File: src/rtl/rom_io_responder_pkg.sv
// Shared types and opcode constants for the ROM + I/O bus responder.
package rom_io_responder_pkg;

  typedef enum logic [3:0] {
    PH_IDLE, PH_A1, PH_A2, PH_A3, PH_M1, PH_M2, PH_X1, PH_X2, PH_X3
  } phase_e;

  typedef enum logic [1:0] {
    IO_NONE, IO_WRR, IO_RDR
  } io_op_e;

  localparam logic [3:0] OPR_IO  = 4'hE;
  localparam logic [3:0] OPA_WRR = 4'h2;
  localparam logic [3:0] OPA_RDR = 4'hA;

  function automatic io_op_e decode_io(input logic [3:0] opa);
    case (opa)
      OPA_WRR: return IO_WRR;
      OPA_RDR: return IO_RDR;
      default: return IO_NONE;
    endcase
  endfunction

endpackage

File: src/rtl/rom_io_responder_if.sv
// CPU instruction-bus signals as seen between the CPU (master) and a ROM chip (slave).
interface rom_io_responder_if;
  logic       sync;
  logic       rom_cmd;
  logic [3:0] data_i;
  logic [3:0] data_o;
  logic       data_en;

  modport master (output sync, rom_cmd, data_i, input data_o, data_en);
  modport slave  (input sync, rom_cmd, data_i, output data_o, data_en);
endinterface

File: src/rtl/rom_io_responder_bus_phase_tracker.sv
// Follows the 8-phase bus cycle; sync forces A1 on the next edge from any phase.
module rom_io_responder_bus_phase_tracker
  import rom_io_responder_pkg::*;
(
  input  logic   clock,
  input  logic   reset_n,
  input  logic   sync,
  output phase_e phase,
  output phase_e next_phase
);

  // NOTE: every path through always_comb assigns next_phase first, so no latch is inferred.
  always_comb begin
    next_phase = PH_IDLE;
    if (sync) begin
      next_phase = PH_A1;
    end else begin
      case (phase)
        PH_A1:   next_phase = PH_A2;
        PH_A2:   next_phase = PH_A3;
        PH_A3:   next_phase = PH_M1;
        PH_M1:   next_phase = PH_M2;
        PH_M2:   next_phase = PH_X1;
        PH_X1:   next_phase = PH_X2;
        PH_X2:   next_phase = PH_X3;
        default: next_phase = PH_IDLE;
      endcase
    end
  end

  always_ff @(posedge clock or negedge reset_n) begin
    if (!reset_n) phase <= PH_IDLE;
    else          phase <= next_phase;
  end

endmodule

File: src/rtl/rom_io_responder.sv
// 4001-style ROM + I/O chip: returns opcode nibbles in M1/M2 and handles SRC, WRR and RDR.
module rom_io_responder
  import rom_io_responder_pkg::*;
#(
  parameter logic [3:0] CHIP_ID  = 4'h0,
  parameter logic [3:0] IO_RESET = 4'h0
) (
  input  logic               clock,
  input  logic               reset_n,
  rom_io_responder_if.slave  bus,
  input  logic [3:0]         io_in,
  output logic [3:0]         io_out,
  input  logic               prog_we,
  input  logic [7:0]         prog_addr,
  input  logic [7:0]         prog_data
);

  phase_e     phase;
  phase_e     next_phase;
  logic [7:0] addr;
  logic [3:0] opa;
  logic       hit;
  logic       src_sel;
  io_op_e     io_op;
  logic [7:0] mem [256];

  logic       chip_match;
  logic [7:0] fetch_byte;

  assign chip_match = (bus.data_i == CHIP_ID);
  assign fetch_byte = mem[addr];

  rom_io_responder_bus_phase_tracker u_phase (
    .clock      (clock),
    .reset_n    (reset_n),
    .sync       (bus.sync),
    .phase      (phase),
    .next_phase (next_phase)
  );

  // NOTE: the program store has no reset; its contents survive reset and are loaded via prog_we.
  always_ff @(posedge clock) begin
    if (prog_we) mem[prog_addr] <= prog_data;
  end

  always_ff @(posedge clock or negedge reset_n) begin
    if (!reset_n) begin
      addr        <= '0;
      opa         <= '0;
      hit         <= 1'b0;
      src_sel     <= 1'b0;
      io_op       <= IO_NONE;
      io_out      <= IO_RESET;
      bus.data_o  <= '0;
      bus.data_en <= 1'b0;
    end else begin
      // A resync abandons the partial cycle: only the A1 clear of io_op happens.
      if (bus.sync) begin
        io_op <= IO_NONE;
      end else begin
        case (phase)
          PH_A1: addr[3:0] <= bus.data_i;
          PH_A2: addr[7:4] <= bus.data_i;
          PH_A3: begin
            hit <= chip_match;
            opa <= fetch_byte[3:0];
          end
          PH_M2: if (bus.rom_cmd && hit) io_op <= decode_io(opa);
          PH_X2: begin
            // NOTE: non-blocking updates mean the WRR test below sees src_sel from before this edge.
            if (bus.rom_cmd) src_sel <= chip_match;
            if (io_op == IO_WRR && src_sel) io_out <= bus.data_i;
          end
          default: ;
        endcase
      end

      bus.data_en <= 1'b0;
      bus.data_o  <= '0;
      case (next_phase)
        PH_M1: if (chip_match) begin
          bus.data_en <= 1'b1;
          bus.data_o  <= fetch_byte[7:4];
        end
        PH_M2: if (hit) begin
          bus.data_en <= 1'b1;
          bus.data_o  <= opa;
        end
        PH_X2: if (io_op == IO_RDR && src_sel) begin
          bus.data_en <= 1'b1;
          bus.data_o  <= io_in;
        end
        default: ;
      endcase
    end
  end

endmodule

File: src/flat_wrapper.sv
// flat-port wrapper written by rule: the top's interface ports become plain ports
module rom_io_responder_flat import rom_io_responder_pkg::*;
#(
  parameter logic [3:0] CHIP_ID  = 4'h0,
  parameter logic [3:0] IO_RESET = 4'h0
)
  (clock, reset_n, io_in, io_out, prog_we, prog_addr, prog_data, bus_sync, bus_rom_cmd, bus_data_i, bus_data_o, bus_data_en);
  rom_io_responder_if bus_i ();
  input  logic clock;
  input  logic reset_n;
  input  logic [3:0] io_in;
  output logic [3:0] io_out;
  input  logic prog_we;
  input  logic [7:0] prog_addr;
  input  logic [7:0] prog_data;
  input wire logic [$bits(bus_i.sync)-1:0] bus_sync;
  input wire logic [$bits(bus_i.rom_cmd)-1:0] bus_rom_cmd;
  input wire logic [$bits(bus_i.data_i)-1:0] bus_data_i;
  output wire logic [$bits(bus_i.data_o)-1:0] bus_data_o;
  output wire logic [$bits(bus_i.data_en)-1:0] bus_data_en;
  assign bus_i.sync = bus_sync;
  assign bus_i.rom_cmd = bus_rom_cmd;
  assign bus_i.data_i = bus_data_i;
  assign bus_data_o = bus_i.data_o;
  assign bus_data_en = bus_i.data_en;
  rom_io_responder #(.CHIP_ID(CHIP_ID), .IO_RESET(IO_RESET)) u_core (.clock(clock), .reset_n(reset_n), .bus(bus_i), .io_in(io_in), .io_out(io_out), .prog_we(prog_we), .prog_addr(prog_addr), .prog_data(prog_data));
endmodule
File: config.mk
export PLATFORM = sky130hd
export DESIGN_NAME = rom_io_responder_flat
export DESIGN_NICKNAME = d
export VERILOG_FILES = /design/src/rtl/rom_io_responder_pkg.sv /design/src/rtl/rom_io_responder_if.sv /design/src/rtl/rom_io_responder_bus_phase_tracker.sv /design/src/rtl/rom_io_responder.sv /design/src/flat_wrapper.sv
export SDC_FILE = /design/constraint.sdc
export NUM_CORES = 2
export LEC_CHECK = 0
export CAP_MARGIN = 20
export CORE_MARGIN = 3
export CORE_UTILIZATION = 60
export CTS_BUF_LIST = sky130_fd_sc_hd__clkbuf_2 sky130_fd_sc_hd__clkbuf_4 sky130_fd_sc_hd__clkbuf_8
export DETAILED_ROUTE_END_ITERATION = 8
export GPL_ROUTABILITY_DRIVEN = 0
export PLACE_DENSITY = 0.76
export SLEW_MARGIN = 5
export SYNTH_ARGS = -nofsm -noshare
export SYNTH_HDL_FRONTEND = slang
export SYNTH_SLANG_ARGS = --single-unit
File: constraint.sdc
create_clock -name clock -period 3.65 [get_ports clock]
set_input_delay 0.365 -clock clock [delete_from_list [all_inputs] [get_ports clock]]
set_output_delay 0.365 -clock clock [all_outputs]
set_load 0.1 [all_outputs]
==> results.md <==
* Final min period at 3.575 ns
* Number of flops mapped to enable cells by yosys at 2,048
* Average size of a mapped cell at 21.10 um^2
* Met3 wire length at 25,570 um
* Worst Path Arrival at 4.47 ns
* Die Y at 373.4 um
* IO Port Bufs at 37
* Initial DRC Count at 5,856
* Syn. warnings at 0
* CP endpoint kind: register
* Placed insts at 5,904
* Area delta synth->final at 14.55%
* Ys async rst share at 1.396%
* Compound-gate portion of the synthesized area at 2.684%
* Post-synthesis mux area share at 15.69%
* Max Cap Violations at 0
* ANT nets after route at 0
* PwrDens at 624.7 nW/um^2
* Post-synth top cells: edfxtp_1 (2,048), mux4_2 (478), nor2_1 (293)
* Worst hold path class: in2reg
* I/O pin count at 38
* Gr usage total at 29.42%
* Largest net degree at the start of global routing at 150
* Worst slew pin tran at 1.166 ns
* Post-DP HPWL at 128,000 um
* Final Hold Vio Count at 0
* Final cell count without fillers at 6,481
* Fmax at 279.7 MHz
* Fraction of synthesized cell area in xor and xnor cells at 0.01082%
* Post-route cell area at 92,750 um^2
* CP required at 4.54 ns
* Setup crit start: u_core.addr[1]
* Leak at 30.32 nW
* DRC Markers at 0
* Setup crit start kind: register
* Outcome: completed
* Post-route worst setup slack at 0.07530 ns
* Routed WL at 202,600 um
* Post-Syn Nets at 3,866
* Metal2 WL at 94,750 um
* Largest area contributor in the netlist: edfxtp_1
* Synth top area cells: edfxtp_1 (76%), mux4_2 (13%), mux2i_1 (2.2%)
* Mapped Cells at 3,837
* CTS tree: built
* WL met1 at 73,780 um
* WL/cell at 31.26 um
* Library cells used by synthesis at 63
* Initial antenna violation count at 5
* TritonCTS buffer count at 332
* Kind of critical path: reg2reg
* Adder-cell share of the synthesized area at 0%
* DR vias at 43,080
* Clock skew at 0.08835 ns
* Worst hold start: prog_data[0]
* CTS root buffer: clkbuf_8
* Largest family of logic cells by synthesized area: multiplexers
* DIE WIDTH at 373.4 um
* First-pass GRT wire length at 295,900 um
* Fillers at 7,836
* Top-count cell post-synth: edfxtp_1
* Area share of the largest cell type after synthesis at 75.95%
* Worst IR Drop VDD at 0.4347 mV
* Final #Nets at 4,510
* # clock sinks at 2,077
* Post-Syn Area at 80,970 um^2
* Setup TNS Final at 0 ns
* Seq/Total Area, Yosys at 76.85%
* Placement Setup Slack at 0.02201 ns
* Post-Synth Simple-Gate Area at 3.012%
* Drt pass-1 iters at 6
* Hold WS at 0.05154 ns
* Critical Path Fanout Max at 24
* Final setup viols at 0
* Register area at 62,240 um^2
* Vias in the first global route at 43,030
* Die area at 139,400 um^2
* Flops & latches, synth at 2,077
* Initial core utilization at 60.52%
* Synth Flop Type: edfxtp_1
* Num rows at 134
* Core area at 133,800 um^2
* H-tree depth at 5
* Congestion Overflow GR at 0
* DR vias/cell at 6.647
* Reg clk slew, reported paths at 0.06 ns
* Max Root-Sink Buffers at 4
* Clock Latency Late Sink at 1.02 ns
* Multi-input gate area at 17,370 um^2
* Crit share post-route at 97.94%
* Top Metal Used: met4
* Cell Area, Placed at 86,420 um^2
* RSZ-0062 raised after global routing: no
* Slew margin rel. at 22.27%
* RR Startpoint: u_core.addr[1]
* Layout cells sized above 1 at 32.17%
* Pins Over Slew Limit at 0
area by class of cell:
cell class / instances / area share [%]
Clock buffer: 464 / 6.096
Sequential cell: 2077 / 67.11
Timing Repair Buffer: 537 / 5.053
Tap cell: 1768 / 2.385
Multi-Input combinational cell: 1526 / 18.73
Antenna cell: 4 / 0.01079
Clock inverter: 98 / 0.5868
Inverter: 7 / 0.03372
metrics by stage:
| stage | power [mW] | utilization (%) |
|---|---|---|
| after floorplan | 34.61 | - |
| after global placement | 39.20 | 64.59 |
| after detailed placement | 39.32 | 64.59 |
| after CTS | 57.98 | 69.28 |
| after global routing | 59.74 | 69.32 |
| final | 57.95 | 69.32 |
worst max-delay path, stage by stage, from the launching register on:
cell and delay [ns]:
dfrtp_4 0.64, nand2_4 0.37, buf_4 0.34, o221ai_1 0.41, nor3_1 0.14, buf_4 0.19, nor3_1 0.26, nand3_1 0.33
o31a_1 0.48, o31ai_1 0.26
logic make-up (layout without fill, tap and decap cells):
kind of cell | Yosys count | count (layout)
compound gates | 300 | 300
other cells | 0 | 4
flops | 2077 | 2077
simple gates | 555 | 555
buf+inv | 234 | 1106
xor+xnor | 1 | 1
mux | 670 | 670
flip-flops by register name (all words and copies together) (netlist names):
name / cells
u_core.mem: 2048
u_core.opa: 4
u_core.addr: 8
u_core.u_phase.phase: 4
u_core.bus.data_en: 1
u_core.hit: 1
u_core.src_sel: 1
u_core.bus.data_o: 4
u_core.io_op: 2
u_core.io_out: 4
path summary, 6_finish.rpt:
| path | end | slack [ns] | cells past startpoint |
|---|---|---|---|
| worst max-delay path | u_core.bus.data_o[1] | 0.08 | 9 |
| worst min-delay path | u_core.mem[106][0] | 0.05 | 1 |
| worst max register to register | u_core.bus.data_o[1] | 0.08 | 9 |
| worst min register to register | u_core.hit | 0.50 | 1 |
| max in group asynchronous | u_core.addr[2] | 3.00 | 4 |
| min in group asynchronous | u_core.io_out[0] | 0.42 | 4 |
per-layer routing:
layer	GRT usage (%)	vias up
met5	0	-
met4	12.36	0
met3	8.105	479
met2	43.74	3053
met1	41.99	22190
li1	-	17360
report_power, final:
part	internal (mW)	switching (mW)
registers	26.3	0.271
logic	5.35	7.15
clock network	10.3	8.59
total	41.9	16.0
cell usage in the layout, fill, tap and decap left out, drive strengths merged, types with 12 or more instances in the layout:
cell | Yosys | routed
mux4 | 478 | 478
a22oi | 37 | 37
clkbuf | 95 | 472
nand2 | 92 | 92
dfrtp | 29 | 29
nand4 | 16 | 16
nor2 | 293 | 293
a211oi | 12 | 12
o21ai | 22 | 22
buf | 132 | 496
nor2b | 27 | 27
nor4 | 12 | 12
mux2 | 15 | 15
a22o | 17 | 17
o22ai | 47 | 47
nor3 | 28 | 28
mux2i | 177 | 177
o221ai | 67 | 67
clkinv | 1 | 92
a21oi | 49 | 49
nand3 | 46 | 46
edfxtp | 2048 | 2048
clkdlybuf4s50 | 0 | 28
timing repair:
item | 4_1_cts | 5_1_grt
hold buffers | 6 | 0
gates cloned | 0 | 0
hold endpoints to repair | 112 | 0
setup endpoints to repair | 1 | 5
resized for setup | 1 | 2
buffers inserted | 0 | 5
No activity file was read; power rests on OpenSTA's default activity.
